--- config.mk ---
export PLATFORM = sky130hd
export DESIGN_NAME = sdram_init_seq
export DESIGN_NICKNAME = d
export VERILOG_FILES = /design/src/rtl/sdram_init_pkg.sv /design/src/rtl/sdram_cmd_drv.sv /design/src/rtl/sdram_init_seq.sv
export SDC_FILE = /design/constraint.sdc
export NUM_CORES = 1
export LEC_CHECK = 0
export CAP_MARGIN = 40
export CORE_ASPECT_RATIO = 0.9
export CORE_MARGIN = 8
export CORE_UTILIZATION = 49
export CTS_BUF_LIST = sky130_fd_sc_hd__clkbuf_8
export DETAILED_ROUTE_END_ITERATION = 12
export GPL_ROUTABILITY_DRIVEN = 1
export GPL_TIMING_DRIVEN = 0
export PLACE_DENSITY = 0.78
export SLEW_MARGIN = 20
export SYNTH_ARGS = -nofsm -noshare
export SYNTH_HDL_FRONTEND = slang
export SYNTH_HIERARCHICAL = 1
export SYNTH_SLANG_ARGS = --single-unit
--- constraint.sdc ---
create_clock -name sdram_clk -period 3.1 [get_ports sdram_clk]
set_input_delay 0.775 -clock sdram_clk [delete_from_list [all_inputs] [get_ports sdram_clk]]
set_output_delay 0.775 -clock sdram_clk [all_outputs]
set_load 0.05 [all_outputs]
--- src/rtl/sdram_init_pkg.sv ---
// Shared types and constants for the SDRAM power-up initialization sequencer.
package sdram_init_pkg;

    typedef enum logic [3:0] {
        ST_IDLE,
        ST_PWR_WAIT,
        ST_PRE,
        ST_TRP,
        ST_REF,
        ST_TRFC,
        ST_LMR,
        ST_TMRD,
        ST_DONE
    } init_state_t;

    // {ras_n, cas_n, we_n}
    typedef logic [2:0] sdr_cmd_t;

    localparam sdr_cmd_t CMD_NOP = 3'b111;
    localparam sdr_cmd_t CMD_PRE = 3'b010;
    localparam sdr_cmd_t CMD_REF = 3'b001;
    localparam sdr_cmd_t CMD_LMR = 3'b000;

    // Address bit that selects all banks on PRECHARGE.
    localparam int AP_BIT = 10;

endpackage

--- src/rtl/sdram_cmd_drv.sv ---
// Registered pin driver: turns the sequencer's command, address and status
// into the SDRAM command pins and the init status outputs.
module sdram_cmd_drv
    import sdram_init_pkg::*;
#(
    parameter int SDR_AW = 13
) (
    input  logic              sdram_clk,
    input  logic              sdram_resetn,
    input  logic              cke,
    input  sdr_cmd_t          cmd,
    input  logic [SDR_AW-1:0] addr,
    input  logic [1:0]        ba,
    input  logic              busy,
    input  logic              done,
    output logic              init_busy,
    output logic              init_done,
    output logic              sdr_cke,
    output logic              sdr_cs_n,
    output logic              sdr_ras_n,
    output logic              sdr_cas_n,
    output logic              sdr_we_n,
    output logic [SDR_AW-1:0] sdr_addr,
    output logic [1:0]        sdr_ba
);

    always_ff @(posedge sdram_clk) begin
        if (!sdram_resetn) begin
            init_busy <= 1'b0;
            init_done <= 1'b0;
            sdr_cke   <= 1'b0;
            sdr_cs_n  <= 1'b0;
            {sdr_ras_n, sdr_cas_n, sdr_we_n} <= CMD_NOP;
            sdr_addr  <= '0;
            sdr_ba    <= '0;
        end else begin
            init_busy <= busy;
            init_done <= done;
            sdr_cke   <= cke;
            sdr_cs_n  <= 1'b0;
            {sdr_ras_n, sdr_cas_n, sdr_we_n} <= cmd;
            sdr_addr  <= addr;
            sdr_ba    <= ba;
        end
    end

endmodule

--- src/rtl/sdram_init_seq.sv ---
// SDRAM power-up init sequencer: NOP wait, PRECHARGE ALL, NUM_REF refreshes,
// LOAD MODE REGISTER, then a sticky init_done until sdram_en drops.
module sdram_init_seq
    import sdram_init_pkg::*;
#(
    parameter int SDR_AW    = 13,
    parameter int INIT_WAIT = 10000,
    parameter int CMD_HOLD  = 2,
    parameter int NUM_REF   = 2
) (
    input  logic              sdram_clk,
    input  logic              sdram_resetn,
    input  logic              sdram_en,
    input  logic [SDR_AW-1:0] cfg_mode_reg,
    input  logic [3:0]        cfg_trp_d,
    input  logic [3:0]        cfg_trfc_d,
    input  logic [3:0]        cfg_tmrd_d,
    output logic              init_busy,
    output logic              init_done,
    output logic              sdr_cke,
    output logic              sdr_cs_n,
    output logic              sdr_ras_n,
    output logic              sdr_cas_n,
    output logic              sdr_we_n,
    output logic [SDR_AW-1:0] sdr_addr,
    output logic [1:0]        sdr_ba
);

    localparam int WW = $clog2(INIT_WAIT + 1);
    localparam int RW = $clog2(NUM_REF + 1);

    init_state_t       state_reg, state_next;
    logic              en_q_reg;
    logic [WW-1:0]     wait_cnt_reg, wait_load;
    logic [RW-1:0]     ref_cnt_reg;
    logic [SDR_AW-1:0] mode_reg_q;

    logic              rise, wait_done, last_ref, enter, ref_inc;
    sdr_cmd_t          cmd_next;
    logic [SDR_AW-1:0] addr_next;
    logic              cke_next, busy_next, done_next;

    assign rise      = sdram_en && !en_q_reg;
    assign wait_done = (wait_cnt_reg == '0);
    assign last_ref  = (ref_cnt_reg == RW'(NUM_REF - 1));

    always_comb begin
        state_next = state_reg;
        enter      = 1'b0;
        ref_inc    = 1'b0;
        case (state_reg)
            ST_IDLE: if (rise) begin
                state_next = ST_PWR_WAIT;
                enter      = 1'b1;
            end
            ST_PWR_WAIT: if (wait_done) begin
                state_next = ST_PRE;
                enter      = 1'b1;
            end
            ST_PRE: if (wait_done) begin
                state_next = (cfg_trp_d != '0) ? ST_TRP : ST_REF;
                enter      = 1'b1;
            end
            ST_TRP: if (wait_done) begin
                state_next = ST_REF;
                enter      = 1'b1;
            end
            ST_REF: if (wait_done) begin
                enter = 1'b1;
                if (cfg_trfc_d != '0) begin
                    state_next = ST_TRFC;
                end else begin
                    ref_inc    = 1'b1;
                    state_next = last_ref ? ST_LMR : ST_REF;
                end
            end
            ST_TRFC: if (wait_done) begin
                enter      = 1'b1;
                ref_inc    = 1'b1;
                state_next = last_ref ? ST_LMR : ST_REF;
            end
            ST_LMR: if (wait_done) begin
                state_next = (cfg_tmrd_d != '0) ? ST_TMRD : ST_DONE;
                enter      = 1'b1;
            end
            ST_TMRD: if (wait_done) begin
                state_next = ST_DONE;
                enter      = 1'b1;
            end
            default: state_next = state_reg;
        endcase
        if (!sdram_en) begin
            state_next = ST_IDLE;
            enter      = 1'b0;
            ref_inc    = 1'b0;
        end
    end

    // Reload value for the state being entered; cfg delays are captured here.
    always_comb begin
        wait_load = '0;
        case (state_next)
            ST_PWR_WAIT:           wait_load = WW'(INIT_WAIT - 1);
            ST_PRE, ST_REF, ST_LMR: wait_load = WW'(CMD_HOLD - 1);
            ST_TRP:                wait_load = WW'(cfg_trp_d) - WW'(1);
            ST_TRFC:               wait_load = WW'(cfg_trfc_d) - WW'(1);
            ST_TMRD:               wait_load = WW'(cfg_tmrd_d) - WW'(1);
            default:               wait_load = '0;
        endcase
    end

    // en_q follows sdram_en even in reset so a level held through reset is not an edge.
    always_ff @(posedge sdram_clk) begin
        en_q_reg <= sdram_en;
        if (!sdram_resetn) begin
            state_reg    <= ST_IDLE;
            wait_cnt_reg <= '0;
            ref_cnt_reg  <= '0;
            mode_reg_q   <= '0;
        end else begin
            state_reg <= state_next;
            if (state_next == ST_IDLE) begin
                wait_cnt_reg <= '0;
                ref_cnt_reg  <= '0;
            end else begin
                if (enter)
                    wait_cnt_reg <= wait_load;
                else if (!wait_done)
                    wait_cnt_reg <= wait_cnt_reg - WW'(1);
                if (ref_inc)
                    ref_cnt_reg <= ref_cnt_reg + RW'(1);
            end
            if (enter && state_next == ST_LMR)
                mode_reg_q <= cfg_mode_reg;
        end
    end

    always_comb begin
        cmd_next  = CMD_NOP;
        addr_next = '0;
        cke_next  = (state_reg != ST_IDLE);
        busy_next = (state_reg != ST_IDLE) && (state_reg != ST_DONE);
        done_next = (state_reg == ST_DONE);
        case (state_reg)
            ST_PRE: begin
                cmd_next          = CMD_PRE;
                addr_next[AP_BIT] = 1'b1;
            end
            ST_REF: cmd_next = CMD_REF;
            ST_LMR: begin
                cmd_next  = CMD_LMR;
                addr_next = mode_reg_q;
            end
            default: cmd_next = CMD_NOP;
        endcase
        // An abort shows idle pins on the same edge the FSM returns to IDLE.
        if (!sdram_en) begin
            cmd_next  = CMD_NOP;
            addr_next = '0;
            cke_next  = 1'b0;
            busy_next = 1'b0;
            done_next = 1'b0;
        end
    end

    sdram_cmd_drv #(
        .SDR_AW(SDR_AW)
    ) u_cmd_drv (
        .sdram_clk    (sdram_clk),
        .sdram_resetn (sdram_resetn),
        .cke          (cke_next),
        .cmd          (cmd_next),
        .addr         (addr_next),
        .ba           (2'b00),
        .busy         (busy_next),
        .done         (done_next),
        .init_busy    (init_busy),
        .init_done    (init_done),
        .sdr_cke      (sdr_cke),
        .sdr_cs_n     (sdr_cs_n),
        .sdr_ras_n    (sdr_ras_n),
        .sdr_cas_n    (sdr_cas_n),
        .sdr_we_n     (sdr_we_n),
        .sdr_addr     (sdr_addr),
        .sdr_ba       (sdr_ba)
    );

endmodule

; Word level (Yosys, flattened, before mapping)
; Index checks and enable logic that the tools add are counted.
[op_classes]
mux = 27
eq_ne = 18
bitwise = 1
addsub = 5
n_reduce_logical = 16
[op_table]
columns = operator, n
row1 = $pmux W14 S5, 1
row2 = $mux W4, 10
row3 = $eq A4 B3 Y1 const B, 8
row4 = $pmux W4 S8, 1
row5 = $mux W14, 2
row6 = $eq A4 B2 Y1 const B, 4
row7 = $reduce_bool A4 Y1, 4
row8 = $sub A4 B1 Y5 const B, 3
row9 = $logic_not A14 Y1, 1
row10 = $sub A14 B1 Y14 const B, 1
row11 = $pmux W3 S3, 1
row12 = $eq A4 B1 Y1 const B, 2
row13 = $logic_not A4 Y1, 2
row14 = $reduce_or A7 Y1, 1
row15 = $mux W1, 6
row16 = $pmux W1 S2, 3
row17 = $eq A4 B4 Y1 const B, 1
row18 = $mux W2, 2
row19 = $ne A4 B4 Y1 const B, 1
row20 = $logic_and A1 B1 Y1, 3
row21 = $mux W3, 1
row22 = $reduce_and A3 Y1, 1
row23 = $reduce_or A3 Y1, 1
row24 = $add A2 B1 Y2 const B, 1
row25 = other kinds (6), 6
[word_totals]
in_bits = 28
output_inout_bits = 22
reg_bits = 53

; Longest topological paths before layout
; Gate-level depths: netlist of run 1.
[logic_depth]
word_depth = 10
mapped_depth = 11
mapped_depth_nobuf = 9

; Cells and area by module
; The synthesis of run 1 kept the hierarchy.
[modules_own_cells]
columns = module, seq_area_each_um2, area_each_um2, cells_per_inst, instances
row1 = sdram_init_seq, 680.7, 2229.6, 271, 1
row2 = sdram_cmd_drv, 420.4, 575.6, 46, 1

; Least setup slack after synthesis of run 1
; No wires, ideal clock.
[synth_path]
kind = input-to-reg
start = in cfg_trp_d[0]
end = reg mode_reg_q[10]
n_path_buf = 2
t_arrival_ns = 2.789
cell_stages = 11
slack_ns = 0.183
path_cell_list = inv_1 -> ha_1 -> nor3b_1 -> o32a_1 -> nand4_1 -> and2_1 -> clkbuf_1 -> nor4_4 -> buf_6 -> mux2i_1 -> nor2_1
[synth_via]
elab_chain_cells = 7
[synth_lines]
columns = element, line
row1 = start: declaration, sdram_init_seq.sv:15  ; input logic [3:0] cfg_trp_d,
row2 = $reduce_bool A4 Y1, sdram_init_seq.sv:61  ; state_next = (cfg_trp_d != '0) ? ST_TRP : ST_REF;
row3 = $mux W3, sdram_init_seq.sv:61
row4 = $mux W4, sdram_init_seq.sv:60  ; ST_PRE: if (wait_done) begin
row5 = $pmux W4 S8, sdram_init_seq.sv:51  ; case (state_reg)
row6 = $mux W4, sdram_init_seq.sv:92  ; if (!sdram_en) begin
row7 = $eq A4 B3 Y1, sdram_init_seq.sv:133  ; if (enter && state_next == ST_LMR)
row8 = $logic_and A1 B1 Y1, sdram_init_seq.sv:133
row9 = end signal: assignment, sdram_init_seq.sv:134  ; mode_reg_q <= cfg_mode_reg;
row10 = end: declaration, sdram_init_seq.sv:36  ; logic [SDR_AW-1:0] mode_reg_q;
; No other way between the ends.
; A chain may end at the register's enable or synchronous reset.

; Worst setup path in the final report of run 1
[layout_path]
start = in cfg_trp_d[0]
end = reg wait_cnt_reg[2]
[layout_via]
elab_chain_cells = 9
elab_cells_between_ends = 18
cone_classes = add/sub: 1 / eq/ne: 7 / mux: 6 / reduce/logical: 4
[layout_lines]
columns = element, line
row1 = $reduce_bool A4 Y1, sdram_init_seq.sv:61
row2 = $mux W3, sdram_init_seq.sv:61
row3 = $mux W4, sdram_init_seq.sv:60
row4 = $pmux W4 S8, sdram_init_seq.sv:51
row5 = $mux W4, sdram_init_seq.sv:92
row6 = $eq A4 B3 Y1 / $eq A4 B2 Y1 (equally long branches), sdram_init_seq.sv:102  ; case (state_next)
row7 = $reduce_or A3 Y1, sdram_init_seq.sv:102
row8 = $pmux W14 S5, sdram_init_seq.sv:102
row9 = $mux W14, sdram_init_seq.sv:126  ; if (enter)
row10 = end signal: assignment, sdram_init_seq.sv:127  ; wait_cnt_reg <= wait_load;
row11 = end signal: assignment, sdram_init_seq.sv:129  ; wait_cnt_reg <= wait_cnt_reg - WW'(1);
row12 = end: declaration, sdram_init_seq.sv:34  ; logic [WW-1:0] wait_cnt_reg, wait_load;
; Parallel ways exist; a longest one is shown, timed or not.

==> reports/results.txt, run 1 <==
Cell taking the most area after synthesis: dfxtp_1
Largest register FFs: 14
RePlAce Congestion: 0.922
Post-DP Area: 0.00338 mm2
Clock Pin Slew Worst Setup and Hold Paths: 0.10 ns
Post-synth EDFFs: 0
Endpoint class of the critical path: flip-flop
Share of the synthesized area in the top cell type: 39.3%
Fmax: 331 MHz
Async S/R FF share, synth: 0%
Pre-antenna DRT Iters: 4
Std-Cell Rows: 26
Post-Syn Area: 0.00281 mm2
Die X: 95.8 um
Core region area: 0.00560 mm2
Diodes inserted: 0
Ports: 50
Slew @ Worst Pin: 0.635 ns
Cell with the most instances after synthesis: dfxtp_1
Warnings, synthesis: 6
Overall routed net length: 6930 um
Pwr/cell area: 643 mW/mm2
CP Launch Type: input port
Slew HR: 57.2%
Htree depth: 2
XOR/XNOR Fraction of Synth Area: 5.31%
DPL Wire Length: 5180 um
Arrival time worst endpoint: 3.26 ns
Post-layout util: 64.8%
GRT Total Usage: 16.8%
CTS max path bufs: 2
Routed via count: 2,462
DRC Markers: 0
WP data required: 3.34 ns
Largest family of logic cells by synthesized area: simple AND/OR/NAND/NOR gates
Worst hold path type: flip-flop to flip-flop
1st-iter DRT viols: 135
Via/cell ratio: 5.45
Mux cell area share after synthesis: 5.00%
Total clock sinks: 55
Initial antenna violation count: 0
CTS Root Cell: clkbuf_8
Fin crit period: 3.02 ns
Antenna Nets Post-Route: 0
Crit-path max FO: 10
Post-synth cell types: 58
Die height: 87.8 um
Port Buffers: 48
Max IR drop VDD: 520 uV
P&R area growth vs syn: 29.3%
PnR worst setup slack: 0.0810 ns
Initial Util: 50.1%
Gate Count Post-Synth: 317
Count of final max-slew check failures: 0
Main synth FF type: dfxtp_1
Synth Area in Compound Gates: 12.8%
Global-route wire length before repair: 11,300 um
Final Cell Area: 0.00363 mm2
Synth Area in Simple Gates: 29.6%
Nets: 415
Fin crit share: 97.4%
Critical path class: input port to flip-flop
CTS Buf Count: 5
Synthesized flop and latch total: 55
Post-placement worst setup slack: -0.734 ns
Largest net degree at the start of global routing: 18
Die area: 0.00841 mm2
Sequential-to-total area share from yosys stat: 39.3%
CTS tree: yes
Number of global-route vias before repair: 2,356
Setup Viol. Count Final: 0
Grt ovf: 0
DR WL/cell: 15.3 um
Status: finished clean
Clock Skews: 0.00790 ns
Min Hold Slack: 0.506 ns
Syn Area/Cell: 8.85 um2
Max capacitance violation total: 0
Area contributors post-synth: dfxtp_1, nor2_1, mux2i_1
Power Total: 0.00233 W
Leakage: 1.47 nW
Count of final hold-check violations: 0
Top cells by count, synth: dfxtp_1, nor2_1, and2_1
Worst-Skew Late Latency: 0.31 ns
Layout cells sized above 1: 14.4%
Adder-cell share of the synthesized area: 2.68%
worst max-delay path, stage by stage:
cell and delay (ns):
clkdlybuf4s50_1 0.42, inv_1 0.09, ha_1 0.19, nor3b_4 0.28
o221ai_1 0.19, o32a_2 0.40, o221a_4 0.28, buf_6 0.14
or3b_1 0.34, a31oi_1 0.15
stage by stage:
| stage | std cells | setup TNS [ns] |
|---|---|---|
| global route | 452 | -0.0216 |
| global placement | 436 | -15.66 |
| finish | 452 | 0 |
| floorplan | 318 | 0 |
| detailed placement | 436 | -15.04 |
| CTS | 447 | 0 |
repair_timing:
action / CTS / global route
setup buffers: 3 / 5
gates resized for setup: 10 / 10
hold buffers: 0 / 0
pin swaps: 4 / 8
setup endpoints to repair: 23 / 23
cloned: 1 / 0
logic make-up after synthesis:
kind of cell / after synthesis
other: 2
AND/OR/NAND/NOR: 145
AO/OA/AOI/OAI: 48
buffers and inverters: 30
multiplexers: 14
adder cells (fa/ha/maj): 6
flip-flops: 55
XOR/XNOR: 17
cell usage in the layout, fill, tap and decap left out, types with 4 or more instances in the layout:
cell type and count:
clkdlybuf4s50_1 45, nand2_1 17, buf_4 11, nand3_1 5, a31oi_1 4, nand2b_1 4, o21ai_0 5, a21oi_1 11
xor2_1 8, ha_1 5, xnor2_1 9, nor3_1 7, clkbuf_8 6, mux2i_1 14, dfxtp_1 55, clkbuf_1 8
nor2_1 38, inv_1 11, and3_1 13, and2_1 20, nor2_2 5, o211ai_1 4, nand4_1 4
report_power, final:
part | leakage (nW) | switching [W] | internal (W)
clock | 0.0618 | 0.000235 | 0.000266
sequential | 0.445 | 0.0000407 | 0.000753
combinational | 0.964 | 0.000608 | 0.000432
layout make-up:
cell class                      count  area [um2]
Buffer                             16        90.1
Clock buffer                        6        82.6
Clock inverter                      2        38.8
Fill cell                         482        1970
Inverter                           13        48.8
Multi-Input combinational cell    233        1620
Sequential cell                    55        1100
Tap cell                           70        87.6
Timing Repair Buffer               57         559
final timing paths:
check	from	to	slack (ns)	cells past startpoint
min reg2reg	mode_reg_q[1]	mode_reg_q[1]	0.51	2
max	cfg_trp_d[0]	wait_cnt_reg[2]	0.08	10
min	mode_reg_q[1]	mode_reg_q[1]	0.51	2
max reg2reg	wait_cnt_reg[0]	wait_cnt_reg[2]	0.30	10
per-layer routing:
layer	routed length (um)	part of all wire, %	GRT usage [%]	vias to the layer above
met5	0	0	0	-
met4	148	2.1	5.02	0
met3	426	6.1	3.43	15
met2	3140	45	25.7	79
met1	3220	46	23.2	1144
li1	-	-	-	1224
Note: power is estimated with default switching activity, not from simulation.
==> inputs of run 2 (changes only) <==
--- a/config.mk
+++ b/config.mk
@@ -6,7 +6,7 @@
 export NUM_CORES = 1
 export LEC_CHECK = 0
 export CAP_MARGIN = 40
-export CORE_ASPECT_RATIO = 0.9
+export CORE_ASPECT_RATIO = 1.25
 export CORE_MARGIN = 8
 export CORE_UTILIZATION = 49
 export CTS_BUF_LIST = sky130_fd_sc_hd__clkbuf_8
==> run 2 against run 1 <==
Clock power fell by 16%. Register-to-register slack improved by 0.07 ns. Core utilization fell by 0.97 points. Cell area fell by 0.31%. Global-route usage fell by 0.86 points. Maximum frequency fell by 0.45%. Critical path depth did not move. Critical path type unchanged. Critical endpoint is now wait_cnt_reg[1]. Largest cell class unchanged. Highest routed layer unchanged.
==> reports/results.txt, run 2 (synthesis results as in run 1) <==
Status: finished clean (unchanged)
Flop pwr share: 36.0% (was 34.0%)
Largest net degree at the start of global routing: 20 (was 18)
Fmax: 330 MHz (was 331 MHz)
Die height: 101 um (was 87.8 um)
Hold-fix buffers, CTS: 0 (unchanged)
CTS tree: yes (unchanged)
Worst hold path type: flip-flop to flip-flop (unchanged)
Via/cell ratio: 5.34 (was 5.45)
Sw Share: 39.6% (was 37.9%)
Critical path class: input port to flip-flop (unchanged)
Cells on worst reg2reg path: 8 (was 10)
Worst path slowest cell: clkdlybuf4s50_1 (unchanged)
Htree depth: 2 (unchanged)
Max IR drop VDD: 330 uV (was 520 uV)
Global-route wire length before repair: 11,200 um (was 11,300 um)
Initial Util: 49.5% (was 50.1%)
DR WL/cell: 14.8 um (was 15.3 um)
Pwr/cell area: 610 mW/mm2 (was 643 mW/mm2)
Slowest stage delay, CP: 0.43 ns (was 0.42 ns)
Reg2reg end: wait_cnt_reg[2] (unchanged)
Routed via count: 2,392 (was 2,462)
HP Start: mode_reg_q[12] (was mode_reg_q[1])
Power Total: 0.00221 W (was 0.00233 W)
RePlAce Congestion: 0.987 (was 0.922)
Worst Hold Depth: 2 (unchanged)
Clock Skews: 0.00858 ns (was 0.00790 ns)
Layout cells sized above 1: 15.4% (was 14.4%)
Combinational Power Share: 45.0% (was 44.6%)
GRT Total Usage: 16.0% (was 16.8%)
Setup slack, reg-to-reg: 0.37 ns (was 0.30 ns)
CP top delay family: compound AO/OA/AOI/OAI gates (unchanged)
Largest register FFs: 14 (unchanged)
Ports: 50 (unchanged)
Fin crit share: 97.8% (was 97.4%)
CTS Buf Count: 5 (unchanged)
Slew @ Worst Pin: 0.733 ns (was 0.635 ns)
Reg2reg start: wait_cnt_reg[2] (was wait_cnt_reg[0])
Fin crit period: 3.03 ns (was 3.02 ns)
Final Cell Area: 0.00362 mm2 (was 0.00363 mm2)
CP Launch Type: input port (unchanged)
DPL Wire Length: 5130 um (was 5180 um)
Number of global-route vias before repair: 2,498 (was 2,356)
Std-Cell Rows: 31 (was 26)
Leakage: 1.44 nW (was 1.47 nW)
Pre-antenna DRT Iters: 4 (unchanged)
Slew HR: 50.6% (was 57.2%)
Pint: 0.00133 W (was 0.00145 W)
Commonest non-fill, non-tap cells in the layout: dfxtp_1, clkdlybuf4s50_1, nor2_1 (unchanged)
DRC Markers: 0 (unchanged)
Psw: 0.000874 W (was 0.000884 W)
Worst-Skew Late Latency: 0.32 ns (was 0.31 ns)
Diodes inserted: 0 (unchanged)
Die area: 0.00842 mm2 (was 0.00841 mm2)
Port Buffers: 48 (unchanged)
1st-iter DRT viols: 123 (was 135)
Crit path cell chain: clkdlybuf4s50_1 -> inv_2 -> ha_2 -> or3b_4 -> a221oi_2 -> o221ai_2 -> o211ai_1 -> and4_1 -> a211oi_1 -> a211oi_1 (was clkdlybuf4s50_1 -> inv_1 -> ha_1 -> nor3b_4 -> o221ai_1 -> o32a_2 -> o221a_4 -> buf_6 -> or3b_1 -> a31oi_1)
Count of final hold-check violations: 0 (unchanged)
Crit-path max FO: 4 (was 10)
Critical path buffers and inverters: 2 (was 3)
P&R area growth vs syn: 28.9% (was 29.3%)
Max capacitance violation total: 0 (unchanged)
Setup Viol. Count Final: 0 (unchanged)
Worst path most repeated cell: a211oi_1
Most common cell after layout, fill and taps aside: dfxtp_1 (unchanged)
CTS Root Cell: clkbuf_8 (unchanged)
Antenna Nets Post-Route: 0 (unchanged)
WP data required: 3.34 ns (about the same)
Arrival time worst endpoint: 3.27 ns (was 3.26 ns)
Core region area: 0.00566 mm2 (was 0.00560 mm2)
Nets: 415 (unchanged)
Die X: 83.7 um (was 95.8 um)
Worst Hold Endpoint: mode_reg_q[12] (was mode_reg_q[1])
Initial antenna violation count: 0 (unchanged)
Grt ovf: 0 (unchanged)
Total clock sinks: 55 (unchanged)
Endpoint class of the critical path: flip-flop (unchanged)
CTS max path bufs: 2 (unchanged)
Count of final max-slew check failures: 0 (unchanged)
Post-DP Area: 0.00337 mm2 (was 0.00338 mm2)
Clock Pin Slew Worst Setup and Hold Paths: 0.11 ns (was 0.10 ns)
Clock Power Share: 19.0% (was 21.4%)
Overall routed net length: 6640 um (was 6930 um)
run 2: changes by cell type in the layout (fill, tap and decap cells not counted), sizes merged:
cell,before,now
bufinv,1,0
clkbuf,14,13
clkdlybuf4s50,45,48
clkinvlp,0,1
dlymetal6s2s,3,0
inv,13,14
run 2: what timing repair did:
action,in CTS,in global routing
setup buffers,3,5
gates cloned,1,0
endpoints found under the setup margin,23,23
gates resized for setup,10,11
pin swaps,3,6
run 2: worst max path at each step:
stage	startpoint	endpoint	slack, ns	cells after the start
detailed placement	cfg_trp_d[0]	mode_reg_q[8]	-0.74	12
floorplan	cfg_trp_d[0]	mode_reg_q[10]	0.18	11
finish	cfg_tmrd_d[0]	wait_cnt_reg[1]	0.07	10
global route	cfg_tmrd_d[0]	wait_cnt_reg[1]	-0.03	10
global placement	cfg_trp_d[0]	mode_reg_q[12]	-0.75	12
CTS	cfg_trp_d[0]	mode_reg_q[8]	0.0009	12
run 2: per-layer routing:
layer | vias to the layer above | track usage (%) | wire length [um]
li1 | 1222 | - | -
met1 | 1086 | 17.0 | 2710
met2 | 69 | 28.0 | 3440
met3 | 15 | 4.37 | 326
met4 | 0 | 8.52 | 153
met5 | - | 0 | 0
run 2: tightest hold or removal path, delay by kind of cell (launching register included):
family | cells | cell delay (ns)
and+or+nand+nor | 1 | 0.07
muxes | 1 | 0.06
DFF | 1 | 0.34
run 2: power by group through the flow:
| stage | Sequential (W) | Clock, W | Combinational [W] |
|---|---|---|---|
| final | 0.000794 | 0.000419 | 0.000994 |
| after global routing | 0.000799 | 0.000464 | 0.00110 |
| after CTS | 0.000793 | 0.000436 | 0.000973 |
| after detailed placement | 0.000810 | 0 | 0.000947 |
| after global placement | 0.000807 | 0 | 0.000932 |
| after floorplan | 0.000825 | 0 | 0.000719 |
run 2: final cells by class:
cell class / instances / area (um2)
clock buffers: 5 / 68.8
multi-input cells: 233 / 1650
fillers: 474 / 2050
clock inverters: 3 / 27.5
well taps: 66 / 82.6
flip-flops and latches: 55 / 1100
plain buffers: 16 / 90.1
inverters: 13 / 48.8
repair buffers: 57 / 552
run 2: per-stage QoR:
stage                     std cells  TNS, ns  utilization, %  worst slack, ns  hold WS [ns]
final                           448        0            63.9           0.0674         0.495
after global routing            448  -0.0967            63.9          -0.0337         0.527
after CTS                       444        0            62.5         0.000925         0.500
after detailed placement        432   -15.79            59.5           -0.741         0.473
after global placement          432   -16.57            59.5           -0.748         0.465
after floorplan                 318        0               -            0.183         0.452
